## src/rtl/cs_resolver_pkg.sv

```systemverilog
// cs_resolver_pkg: shared types and helpers for the carry-save resolver.
//   state_e    - FSM encoding (IDLE, ADD, DONE), also driven onto dbg_state
//   num_chunks - ceiling division used to size the chunked datapath
package cs_resolver_pkg;

  typedef enum logic [1:0] {
    IDLE = 2'd0,
    ADD  = 2'd1,
    DONE = 2'd2
  } state_e;

  function automatic int num_chunks(input int width, input int chunk);
    return (width + chunk - 1) / chunk;
  endfunction

endpackage

```

## src/rtl/cs_resolver_cpa_chunk.sv

```systemverilog
// cpa_chunk: CHUNK-bit ripple-carry adder made of full-adder cells.
// Purely combinational; the resolver feeds it one chunk of each operand
// plus the carry held from the previous chunk.
// Ports:
//   a, b  in  CHUNK  operand chunks
//   cin   in  1      carry from the previous chunk
//   s     out CHUNK  chunk sum
//   cout  out 1      carry into the next chunk
module cpa_chunk #(
  parameter int CHUNK = 4
) (
  input  logic [CHUNK-1:0] a,
  input  logic [CHUNK-1:0] b,
  input  logic             cin,
  output logic [CHUNK-1:0] s,
  output logic             cout
);

  logic [CHUNK:0] c;

  assign c[0] = cin;

  for (genvar i = 0; i < CHUNK; i++) begin : g_fa
    assign s[i]   = a[i] ^ b[i] ^ c[i];
    assign c[i+1] = (a[i] & b[i]) | (a[i] & c[i]) | (b[i] & c[i]);
  end

  assign cout = c[CHUNK];

endmodule

```

## src/rtl/cs_resolver.sv

```systemverilog
// cs_resolver: sequential carry-propagate resolver for the Booth multiplier.
// Turns the redundant (sum, carry) pair from the CSA tree into a binary
// result, sum + (carry << 1), resolving CHUNK bits per cycle.
//
// Optional build macro: CS_RESOLVER_ZERO_SKIP_EN
//   When defined, the adder stops early once the carry dies out and every
//   remaining operand bit is zero. Results are identical either way.
//
// Handshake: a transfer happens on a rising edge where valid and ready are
// both high. A producer holds valid and data stable until that edge and
// never waits for ready before raising valid; ready may depend on state only.
//
// Ports:
//   clk         in  1        clock, rising edge
//   rst_n       in  1        asynchronous active-low reset
//   sum_in      in  WIDTH+3  CSA sum vector
//   carry_in    in  WIDTH+3  CSA carry vector, bit i weighs 2^(i+1)
//   in_valid    in  1        input pair valid
//   in_ready    out 1        resolver accepts (IDLE only, low in reset)
//   result_out  out WIDTH+5  sum_in + (carry_in << 1)
//   out_valid   out 1        result valid (DONE)
//   out_ready   in  1        consumer accepts result
//   dbg_state   out 2        current FSM state (state_e encoding)
module cs_resolver
  import cs_resolver_pkg::*;
#(
  parameter int WIDTH = 8,
  parameter int CHUNK = 4
) (
  input  logic               clk,
  input  logic               rst_n,
  input  logic [WIDTH+2:0]   sum_in,
  input  logic [WIDTH+2:0]   carry_in,
  input  logic               in_valid,
  output logic               in_ready,
  output logic [WIDTH+4:0]   result_out,
  output logic               out_valid,
  input  logic               out_ready,
  output logic [1:0]         dbg_state
);

  localparam int OPW = WIDTH + 4;
  localparam int NC  = num_chunks(OPW, CHUNK);
  localparam int PW  = NC * CHUNK;
  localparam int IW  = (NC > 1) ? $clog2(NC) : 1;

  localparam logic [1:0]    S_IDLE = IDLE;
  localparam logic [1:0]    S_ADD  = ADD;
  localparam logic [1:0]    S_DONE = DONE;
  localparam logic [IW-1:0] LAST   = IW'(NC - 1);

  logic [1:0]       state;
  logic [PW-1:0]    a_q;
  logic [PW-1:0]    b_q;
  // One bit above the padded width catches the final carry; bits above
  // OPW only exist when CHUNK does not divide OPW and are never output.
  logic [PW:0]      res_q;
  logic             carry_q;
  logic [IW-1:0]    idx_q;

  int               base;
  logic [CHUNK-1:0] a_k;
  logic [CHUNK-1:0] b_k;
  logic [CHUNK-1:0] r_k;
  logic             c_k;
  logic [PW:0]      res_nxt;
  logic             skip;

  assign base = int'(idx_q) * CHUNK;
  assign a_k  = a_q[base +: CHUNK];
  assign b_k  = b_q[base +: CHUNK];

  cpa_chunk #(.CHUNK(CHUNK)) u_cpa (
    .a    (a_k),
    .b    (b_k),
    .cin  (carry_q),
    .s    (r_k),
    .cout (c_k)
  );

`ifdef CS_RESOLVER_ZERO_SKIP_EN
  logic [PW-1:0] upper;
  logic [PW:0]   keep;
  // Operand bits above the chunk being resolved; if they are all zero and
  // no carry leaves this chunk, every higher result bit is zero too.
  assign upper = (a_q | b_q) >> (base + CHUNK);
  assign keep  = ((PW+1)'(1) << (base + CHUNK)) - (PW+1)'(1);
  assign skip  = !c_k && (upper == '0);
`else
  assign skip  = 1'b0;
`endif

  always_comb begin
    res_nxt = res_q;
    res_nxt[base +: CHUNK] = r_k;
    if (idx_q == LAST) res_nxt[PW] = c_k;
`ifdef CS_RESOLVER_ZERO_SKIP_EN
    // Stale bits from the previous result are cleared when finishing early.
    if (skip) res_nxt = res_nxt & keep;
`endif
  end

  always_ff @(posedge clk or negedge rst_n) begin
    if (!rst_n) begin
      state   <= S_IDLE;
      a_q     <= '0;
      b_q     <= '0;
      res_q   <= '0;
      carry_q <= 1'b0;
      idx_q   <= '0;
    end else begin
      case (state)
        S_IDLE: begin
          if (in_valid) begin
            a_q     <= PW'({1'b0, sum_in});
            b_q     <= PW'({carry_in, 1'b0});
            carry_q <= 1'b0;
            idx_q   <= '0;
            state   <= S_ADD;
          end
        end
        S_ADD: begin
          res_q   <= res_nxt;
          carry_q <= c_k;
          idx_q   <= idx_q + 1'b1;
          if (skip || idx_q == LAST) state <= S_DONE;
        end
        S_DONE: begin
          if (out_ready) state <= S_IDLE;
        end
        default: state <= S_IDLE;
      endcase
    end
  end

  // Gated by rst_n so the upstream sees no ready while reset is held.
  assign in_ready   = (state == S_IDLE) && rst_n;
  assign out_valid  = (state == S_DONE);
  assign result_out = res_q[OPW:0];
  assign dbg_state  = state;

endmodule
```

## config.mk

```make
export PLATFORM = sky130hd
export DESIGN_NAME = cs_resolver
export DESIGN_NICKNAME = d
export VERILOG_FILES = /design/src/rtl/cs_resolver_pkg.sv /design/src/rtl/cs_resolver_cpa_chunk.sv /design/src/rtl/cs_resolver.sv
export SDC_FILE = /design/constraint.sdc
export NUM_CORES = 1
export LEC_CHECK = 0
export BUFFER_PORTS_ARGS = -buffer_cell sky130_fd_sc_hd__buf_4
export CAP_MARGIN = 20
export CORE_MARGIN = 2
export CORE_UTILIZATION = 25
export DETAILED_ROUTE_END_ITERATION = 16
export GPL_TIMING_DRIVEN = 1
export PLACE_DENSITY = 0.45
export SLEW_MARGIN = 40
export SYNTH_ARGS = -nofsm -noshare
export SYNTH_HDL_FRONTEND = slang
export SYNTH_SLANG_ARGS = --single-unit
```

## constraint.sdc

```tcl
create_clock -name clk -period 7.5 [get_ports clk]
set_clock_uncertainty 0.2 [all_clocks]
set_input_delay 1.5 -clock clk [delete_from_list [all_inputs] [get_ports clk]]
set_output_delay 1.5 -clock clk [all_outputs]
set_load 0.03 [all_outputs]
```

==> summary.md, run 1 <==
| Metric | Value |
|---|---|
| Place WS | `3390 ps` |
| Post-synthesis register bit count | `40` |
| Area of the mapped netlist | `1920 sq um` |
| Largest area contributor in the netlist | `dfrtp_1` |
| Die height | `91.7 um` |
| Final ANT Viol Nets | `0` |
| Post-route minimum period | `4080 ps` |
| Crit end category | `output pin` |
| Max-cap check violation count | `0` |
| Htree depth | `2` |
| Fill cells | `784` |
| Worst Hold Class | `flip-flop to flip-flop` |
| Die X | `91.7 um` |
| Final wirelength | `4000 um` |
| Post-CTS Resized | `0` |
| Setup_tns | `0 ps` |
| Clock Power Share | `0.122` |
| EDFF count, synth | `0` |
| Nets | `235` |
| Fin. max-slew vios | `0` |
| GPL Wtd Cong | `0.708` |
| Most frequent cells after synthesis | `dfrtp_1 (40), mux2_2 (21), nand2_1 (12)` |
| Ys flop type | `dfrtp_1` |
| Flop2flop setup slack | `3960 ps` |
| Longest Clk Path Bufs | `2` |
| Clock Sinks | `40` |
| Postcts setup bufs | `0` |
| Global-route wire length before repair | `7000 um` |
| Share of the synthesized area in the top cell type | `0.520` |
| Rows | `31` |
| P&R area growth vs syn | `25.4%` |
| Leak | `0.00111 uW` |
| Worst Tran Pin Value | `568 ps` |
| Status | `finished clean` |
| Synth unique cells | `30` |
| Total CTS buffers | `5` |
| VDD IR max | `0.145 mV` |
| DP Wirelength | `2950 um` |
| Sw Ratio | `0.433` |
| Initial core utilization | `0.261` |
| YS warnings | `0` |
| Clock root cell | `clkbuf_8` |
| Int Power | `630 uW` |
| Skew-Pair Late Insertion Delay | `290 ps` |
| Layout cells sized above 1 | `0.387` |
| Inserted Diodes | `0` |
| Count of boundary I/O pins | `43` |
| Largest net degree at the start of global routing | `42` |
| Synth Instances | `155` |
| Initial antenna violation count | `0` |
| Crit path kind | `input pin to output pin` |
| Rel. slew slack | `0.621` |
| Top post-synthesis cells by area | `dfrtp_1 (52%), mux2_2 (12%), fa_1 (4.2%), mux2i_1 (4.2%), ha_1 (3.9%)` |
| Setup violators final | `0` |
| Worst setup margin | `3420 ps` |
| Startpoint Class | `input pin` |
| Seq/Total Area, Yosys | `0.520` |
| Post-layout util | `0.327` |
| CTS tree | `done` |
| Grt ovf | `0` |
| CP Max Fanout | `41` |
| RSZ-0062 raised after global routing | `no` |
| Initial DRC Count | `64` |
| Comb pwr share | `0.520` |
| WP data arrival | `2380 ps` |
| NetSw | `481 uW` |
| Core box area | `7370 sq um` |
| Die area | `8410 sq um` |
| Vias in the first global route | `1,427` |
| Hold-fix buffers, CTS | `0` |
| Gr usage total | `0.104` |
| Pwr dens | `460 nW/um^2` |
| Asr flop ratio synth | `1.00` |
| Fmax | `245 MHz` |
| Final period util | `0.544` |
| Wire per inst | `13.4 um` |
| Count leader, synth | `dfrtp_1` |
| CP required | `5800 ps` |
| Initial DRT Pass Iterations | `2` |
| Syn Area/Cell | `12.4 sq um` |
| Routed vias | `1,288` |
| Port Buffers | `42` |
| Syn Nets | `191` |
| Routed vias/inst | `4.32` |
| Drc violations | `0` |
| Reg power frac | `0.359` |
| Final hold violations | `0` |
| Worst-path clk slew | `70 ps` |
## cell families after synthesis
| group | count (synthesis) | share of synthesized area |
|---|---|---|
| buffers and inverters | 13 | 0.0319 |
| AND/OR/NAND/NOR | 37 | 0.109 |
| multiplexers | 30 | 0.170 |
| flip-flops | 40 | 0.520 |
| adder cells (fa/ha/maj) | 10 | 0.0807 |
| AO/OA/AOI/OAI | 25 | 0.0878 |
## sequential cells by signal, indices dropped and copies added, names as in the netlist
| signal | cells |
|---|---|
| result_out | 13 |
| a_q | 11 |
| b_q | 11 |
| dbg_state | 2 |
| idx_q | 2 |
| carry_q | 1 |
## worst max-delay path, cell delays in order
cell	delay, ps
buf_4	440
nor3b_1	250
buf_4	190
## path summary, 6_finish.rpt
check,from,end,cells after the start
max,rst_n,in_ready,3
min,result_out[10],result_out[10],2
max reg2reg,idx_q[0],result_out[7],9
min reg2reg,result_out[10],result_out[10],2
max in group asynchronous,rst_n,b_q[9],1
min in group asynchronous,rst_n,a_q[9],1
## power by group through the flow
stage | Clock [uW] | Combinational (uW) | Sequential (uW)
6_report | 135 | 577 | 398
3_5_place_dp | 0 | 588 | 408
2_1_floorplan | 0 | 382 | 424
3_3_place_gp | 0 | 580 | 408
5_1_grt | 153 | 645 | 417
4_1_cts | 142 | 589 | 403
## placed cells by master, fill, tap and decap left out, types with 2 or more instances in the layout
master,count
buf_4,43
dfrtp_1,40
mux2_2,21
nand2_1,12
nor2_1,9
mux2i_1,8
inv_1,7
o21ai_0,7
a21oi_1,6
ha_1,6
clkbuf_8,5
o21ai_2,4
o2bb2ai_1,4
fa_1,4
nor2b_1,3
a22o_1,3
nand4_1,2
nand3_1,2
## metal layers
layer	global-route usage	wire (um)	share of wire
met1	0.143	1940	0.49
met4	0.0299	39	0.0098
met2	0.158	1790	0.45
met3	0.0337	229	0.057
met5	0	0	0
## layout make-up
class | count | area [sq um] | area share
Sequential cell | 40 | 1000 | 0.415
Clock inverter | 1 | 5.00 | 0.00207
Inverter | 7 | 26.3 | 0.0109
Multi-Input combinational cell | 102 | 861 | 0.357
Timing Repair Buffer | 43 | 323 | 0.134
Tap cell | 99 | 124 | 0.0513
Clock buffer | 6 | 72.6 | 0.0301
## through the flow
step	std cells	hold slack (ps)	power (uW)	area (sq um)
after global placement	291	266	988	2330
final	298	278	1110	2410
after CTS	298	285	1130	2410
after detailed placement	291	268	996	2330
after global routing	298	305	1220	2410
after floorplan	155	258	805	1920
No activity file was read; power rests on OpenSTA's default activity.
==> run 2, diff against run 1 <==
Clock period 7.5 ns to 4.01 ns, I/O delays scaled along.
==> run 2 against run 1 <==
  * Via count is 1.5% lower
  * Combinational power is 92% higher
  * Highest routed layer unchanged
  * Utilization is 0.20 points higher
  * Sequential share of layout area is 0.26 points lower
  * Register-to-register slack worse by 3200 ps
  * Sequential power is 81% higher
  * Largest cell class unchanged
  * Die area stayed put
  * Critical endpoint is now result_out[7]
==> summary.md, run 2 (same netlist as run 1, synthesis figures left out) <==
| Metric | Value |
|---|---|
| Fmax | `307 MHz` |
| Leak | `0.00112 uW (+0.90%)` |
| Rows | `31 (unchanged)` |
| NetSw | `892 uW (+86%)` |
| Comb pwr share | `0.532 (+0.012)` |
| Layout Cells excl Fill | `300 (+0.67%)` |
| Crit path kind | `flip-flop to flip-flop` |
| Setup_tns | `0 ps (unchanged)` |
| Setup violators final | `0 (unchanged)` |
| Grt ovf | `0 (unchanged)` |
| VDD IR max | `0.246 mV (+69%)` |
| Max FFs per register | `13 (unchanged)` |
| RSZ-0062 raised after global routing | `no` |
| Hold-fix buffers, CTS | `0 (unchanged)` |
| Postcts setup bufs | `0 (unchanged)` |
| Drc violations | `0 (unchanged)` |
| Final wirelength | `4040 um (+1.0%)` |
| Core box area | `7370 sq um (unchanged)` |
| Worst Tran Pin Value | `521 ps (-47.3 ps)` |
| Die area | `8410 sq um (unchanged)` |
| Most common cell after layout, fill and taps aside | `buf_4` |
| Initial core utilization | `0.261 (unchanged)` |
| Port Buffers | `42 (unchanged)` |
| Longest Clk Path Bufs | `2 (unchanged)` |
| Clock Power Share | `0.122 (about the same)` |
| Crit end category | `flip-flop` |
| Nets | `237 (+0.85%)` |
| Initial antenna violation count | `0 (unchanged)` |
| Post-CTS Resized | `0 (unchanged)` |
| Clock Sinks | `40 (unchanged)` |
| Post-route cell area | `2430 sq um (+0.62%)` |
| Pwr dens | `857 nW/um^2 (+86%)` |
| Gr usage total | `0.105 (+0.000789)` |
| Initial DRC Count | `59 (-7.8%)` |
| Place WS | `752 ps (-2640 ps)` |
| Final ANT Viol Nets | `0 (unchanged)` |
| Die X | `91.7 um (unchanged)` |
| Final period util | `0.811` |
| Die height | `91.7 um (unchanged)` |
| Inserted Diodes | `0 (unchanged)` |
| Startpoint Class | `flip-flop` |
| WP data arrival | `3220 ps (+840 ps)` |
| Htree depth | `2 (unchanged)` |
| Wire per inst | `13.5 um (+0.33%)` |
| DP Wirelength | `3030 um (+2.8%)` |
| Fin. max-slew vios | `0 (unchanged)` |
| Post-DP Area | `2350 sq um (+0.64%)` |
| Routed vias | `1,269 (-1.5%)` |
| Status | `finished clean` |
| Post-route minimum period | `3250 ps` |
| Initial DRT Pass Iterations | `2 (unchanged)` |
| Skew-Pair Late Insertion Delay | `290 ps (about the same)` |
| GPL Wtd Cong | `0.780 (+10%)` |
| Layout cells sized above 1 | `0.393 (+0.00610)` |
| CP required | `3980 ps (-1820 ps)` |
| CTS tree | `done` |
| Reg power frac | `0.346 (-0.013)` |
| Worst setup margin | `757 ps (-2660 ps)` |
| Final hold violations | `0 (unchanged)` |
| Vias in the first global route | `1,430 (+0.21%)` |
| Worst-path clk slew | `80 ps (about the same)` |
| Total CTS buffers | `5 (unchanged)` |
| Global-route wire length before repair | `7040 um (+0.59%)` |
| Largest net degree at the start of global routing | `42 (unchanged)` |
| Rel. slew slack | `0.653 (+0.0316)` |
| P&R area growth vs syn | `26.2%` |
| Cells after DPL | `293 (+0.69%)` |
| Routed vias/inst | `4.23 (-2.1%)` |
| Clock root cell | `clkbuf_8` |
| CP Max Fanout | `9 (-78%)` |
| Max-cap check violation count | `0 (unchanged)` |
| Sw Ratio | `0.429 (-0.00386)` |
| Worst Hold Class | `input pin to asynchronous set/reset pin` |
| Count of boundary I/O pins | `43 (unchanged)` |
| Most frequent cells in the layout | `buf_4 (45), dfrtp_1 (40), mux2_2 (21)` |
| Int Power | `1190 uW (+88%)` |
| Post-layout util | `0.329 (+0.00204)` |
[run 2: power groups by stage]
stage               Sequential [uW]  Combinational (uW)  Clock, uW
floorplan                       792                 714          0
global placement                734                1120          0
detailed placement              735                1130          0
CTS                             727                1130        268
global route                    749                1240        284
finish                          719                1110        254
[run 2: path summary, 6_finish.rpt]
path / end / start / slack [ps] / cells past startpoint
worst max-delay path: result_out[7] / idx_q[0] / 760 / 9
worst min-delay path: dbg_state[0] / rst_n / 270 / 1
worst max register to register: result_out[7] / idx_q[0] / 760 / 9
worst min register to register: result_out[9] / result_out[9] / 280 / 2
max in group asynchronous: idx_q[1] / rst_n / 2960 / 1
min in group clk: result_out[9] / result_out[9] / 280 / 2
[run 2: cell type report]
type,count,area (sq um)
inverters,7,26.3
flip-flops and latches,40,1000
multi-input cells,102,861
clock buffers,6,72.6
fillers,787,4940
clock inverters,1,5.00
well taps,99,124
repair buffers,45,338
[run 2: worst max-delay path, cell delays in order (launching register included)]
cell	delay (ps)
dfrtp_1	490
nor2b_1	400
a21oi_1	160
fa_1	430
fa_1	380
fa_1	360
inv_1	70
fa_1	400
inv_1	130
o21ai_0	100
[run 2: per-layer routing]
| metal | part of all wire | global-route usage | wire [um] |
|---|---|---|---|
| met4 | 0.0069 | 0.0224 | 28 |
| met1 | 0.49 | 0.142 | 1970 |
| met3 | 0.054 | 0.0296 | 220 |
| met2 | 0.45 | 0.169 | 1820 |
| met5 | 0 | 0 | 0 |
[run 2: through the flow]
| step | hold slack [ps] | total power [uW] |
|---|---|---|
| after floorplan | 258 | 1510 |
| after global placement | 265 | 1860 |
| after detailed placement | 272 | 1860 |
| after CTS | 290 | 2130 |
| after global routing | 307 | 2270 |
| final | 266 | 2080 |
==> run 3, diff against run 2 <==
Settings changed: PLACE_DENSITY 0.45 to 0.47.
Clock period 4.01 ns to 2.8 ns, I/O delays scaled along.
==> run 3 against run 2 <==
  * Utilization rose by 1.5 points
  * Non-clock buffer count increased by 8
  * Die area unchanged
  * Clock power grew 89%
  * Clock-buffer cell count is 1 lower
  * Critical path type unchanged
  * Largest cell class unchanged
  * Largest power group unchanged
  * Highest routed layer unchanged
==> summary.md, run 3 (same netlist as run 1, synthesis figures left out) <==
| Metric | Value |
|---|---|
| Status | `finished clean` |
| Die X | `91.7 um (unchanged)` |
| CTS tree | `done` |
| Most common cell after layout, fill and taps aside | `buf_4` |
| Largest net degree at the start of global routing | `41 (-2.4%)` |
| DR WL met2 | `1980 um (+8.4%)` |
| M1 wire length | `2040 um (+3.7%)` |
| Drc violations | `0 (unchanged)` |
| Inserted Diodes | `0 (unchanged)` |
| Final hold violations | `0 (unchanged)` |
| Cells after DPL | `300 (+2.4%)` |
| Most frequent cells in the layout | `buf_4 (53), dfrtp_1 (38), mux2_2 (21)` |
| Hold-fix buffers, CTS | `0 (unchanged)` |
| Worst Setup SP | `idx_q[1]` |
| Max FFs per register | `13 (unchanged)` |
| Wire per inst | `13.8 um (+2.6%)` |
| Rows | `31 (unchanged)` |
| Vias in the first global route | `1,443 (+0.91%)` |
| Port Buffers | `42 (unchanged)` |
| Rel. slew slack | `0.664 (+0.0111)` |
| Die area | `8410 sq um (unchanged)` |
| Layout Cells excl Fill | `309 (+3.0%)` |
| Core box area | `7370 sq um (unchanged)` |
| Longest Clk Path Bufs | `2 (unchanged)` |
| Fill cells | `778 (-1.1%)` |
| P&R area growth vs syn | `32.1%` |
| Final period util | `0.994 (+0.183)` |
| Leak | `0.00117 uW (+4.7%)` |
| Htree depth | `2 (unchanged)` |
| Skew-Pair Late Insertion Delay | `290 ps (about the same)` |
| GPL Wtd Cong | `0.723 (-7.3%)` |
| Initial core utilization | `0.261 (unchanged)` |
| Count of boundary I/O pins | `43 (unchanged)` |
| Crit path kind | `flip-flop to flip-flop` |
| Worst-path clk slew | `90 ps (about the same)` |
| Place WS | `-57.8 ps (-810 ps)` |
| Top routing layer used | `met4` |
| Seq. cell area | `1000 sq um (+0.25%)` |
| Initial DRT Pass Iterations | `4 (+2)` |
| Gr usage total | `0.108 (+0.00333)` |
| Crit end category | `flip-flop` |
| Startpoint Class | `flip-flop` |
| Total CTS buffers | `5 (unchanged)` |
| Pwr dens | `1270 nW/um^2 (+49%)` |
| Post-route minimum period | `2780 ps (-468 ps)` |
| Routed vias/inst | `4.29 (+1.4%)` |
| Flop2flop setup slack | `20 ps (-740 ps)` |
| Die height | `91.7 um (unchanged)` |
| Routed vias | `1,325 (+4.4%)` |
| CP required | `2770 ps (-1210 ps)` |
| DP Wirelength | `3200 um (+5.7%)` |
| Worst setup margin | `15.4 ps (-742 ps)` |
| Area of the multi-input gates | `876 sq um (+1.7%)` |
| Clock Sinks | `40 (unchanged)` |
| Setup violators final | `0 (unchanged)` |
| Nets | `245 (+3.4%)` |
| Global-route wire length before repair | `7090 um (+0.70%)` |
| Routed met3 length | `200 um (-9.1%)` |
| Worst Tran Pin Value | `504 ps (-16.6 ps)` |
| Initial antenna violation count | `0 (unchanged)` |
| Final ANT Viol Nets | `0 (unchanged)` |
| Initial DRC Count | `41 (-31%)` |
| Worst Hold Class | `input pin to asynchronous set/reset pin` |
| Final wirelength | `4270 um (+5.6%)` |
| Layout cells sized above 1 | `0.462 (+0.0689)` |
| Fin. max-slew vios | `0 (unchanged)` |
| WP data arrival | `2760 ps (-460 ps)` |
| RSZ-0062 raised after global routing | `yes` |
| VDD IR max | `0.400 mV (+63%)` |
| Max-cap check violation count | `0 (unchanged)` |
| Clock root cell | `clkbuf_8` |
| Grt ovf | `0 (unchanged)` |
| Crit Reg-Reg Startpoint | `idx_q[1]` |
| Fmax | `359 MHz (+17%)` |
| Setup_tns | `0 ps (unchanged)` |
| CP Max Fanout | `4 (-5)` |
-- run 3: changes by cell type in the layout (fill, tap and decap cells not counted), moves of 2 or more --
cell,delta
buf_4,+8
fa_1,-3
fa_2,+3
dfrtp_1,-2
dfrtp_2,+2
inv_1,-2
-- run 3: area by class of cell --
| class | instances | share of cell area |
|---|---|---|
| clock buffers | 5 | 0.0271 |
| clock inverters | 3 | 0.0167 |
| inverters | 7 | 0.0113 |
| multi-input cells | 102 | 0.345 |
| flip-flops and latches | 40 | 0.395 |
| well taps | 99 | 0.0487 |
| repair buffers | 53 | 0.157 |
-- run 3: layer usage --
metal	GRT usage	vias up
li1	-	647
met4	0.0336	0
met1	0.144	637
met3	0.0304	7
met2	0.172	34
met5	0	-
-- run 3: worst paths after layout --
check	to	cells past startpoint
hold / removal	a_q[5]	2
setup / recovery	result_out[7]	10
setup reg to reg	result_out[7]	10
hold reg to reg	result_out[6]	2
max in group asynchronous	idx_q[1]	2
min in group clk	result_out[6]	2
-- run 3: timing repair --
item	in CTS	in global routing
setup buffers	1	0
setup endpoints to repair	3	3
resized for setup	3	0
pin swaps	0	0
-- run 3: where the power goes --
| group | internal [uW] | switching, uW | leakage [uW] |
|---|---|---|---|
| clock | 264 | 217 | 0.0000541 |
| sequential | 845 | 189 | 0.000497 |
| combinational | 792 | 928 | 0.000621 |
| total | 1900 | 1330 | 0.00117 |
-- run 3: worst max-delay path, stage by stage, from the launching register on --
cell and delay, ps:
dfrtp_2 460, mux2i_1 140, nor2_1 90, a21oi_1 70
fa_2 370, fa_2 350, fa_2 330, inv_1 70
fa_1 420, inv_2 90, o21ai_0 80
-- run 3: metrics by stage --
stage | hold slack, ps | cell area, sq um | utilization | power (uW)
floorplan | 64.4 | 1950 | - | 2230
global placement | 266 | 2410 | 0.328 | 2780
detailed placement | 272 | 2410 | 0.328 | 2800
CTS | 187 | 2540 | 0.345 | 3310
global route | 201 | 2540 | 0.345 | 3500
finish | 164 | 2540 | 0.345 | 3240
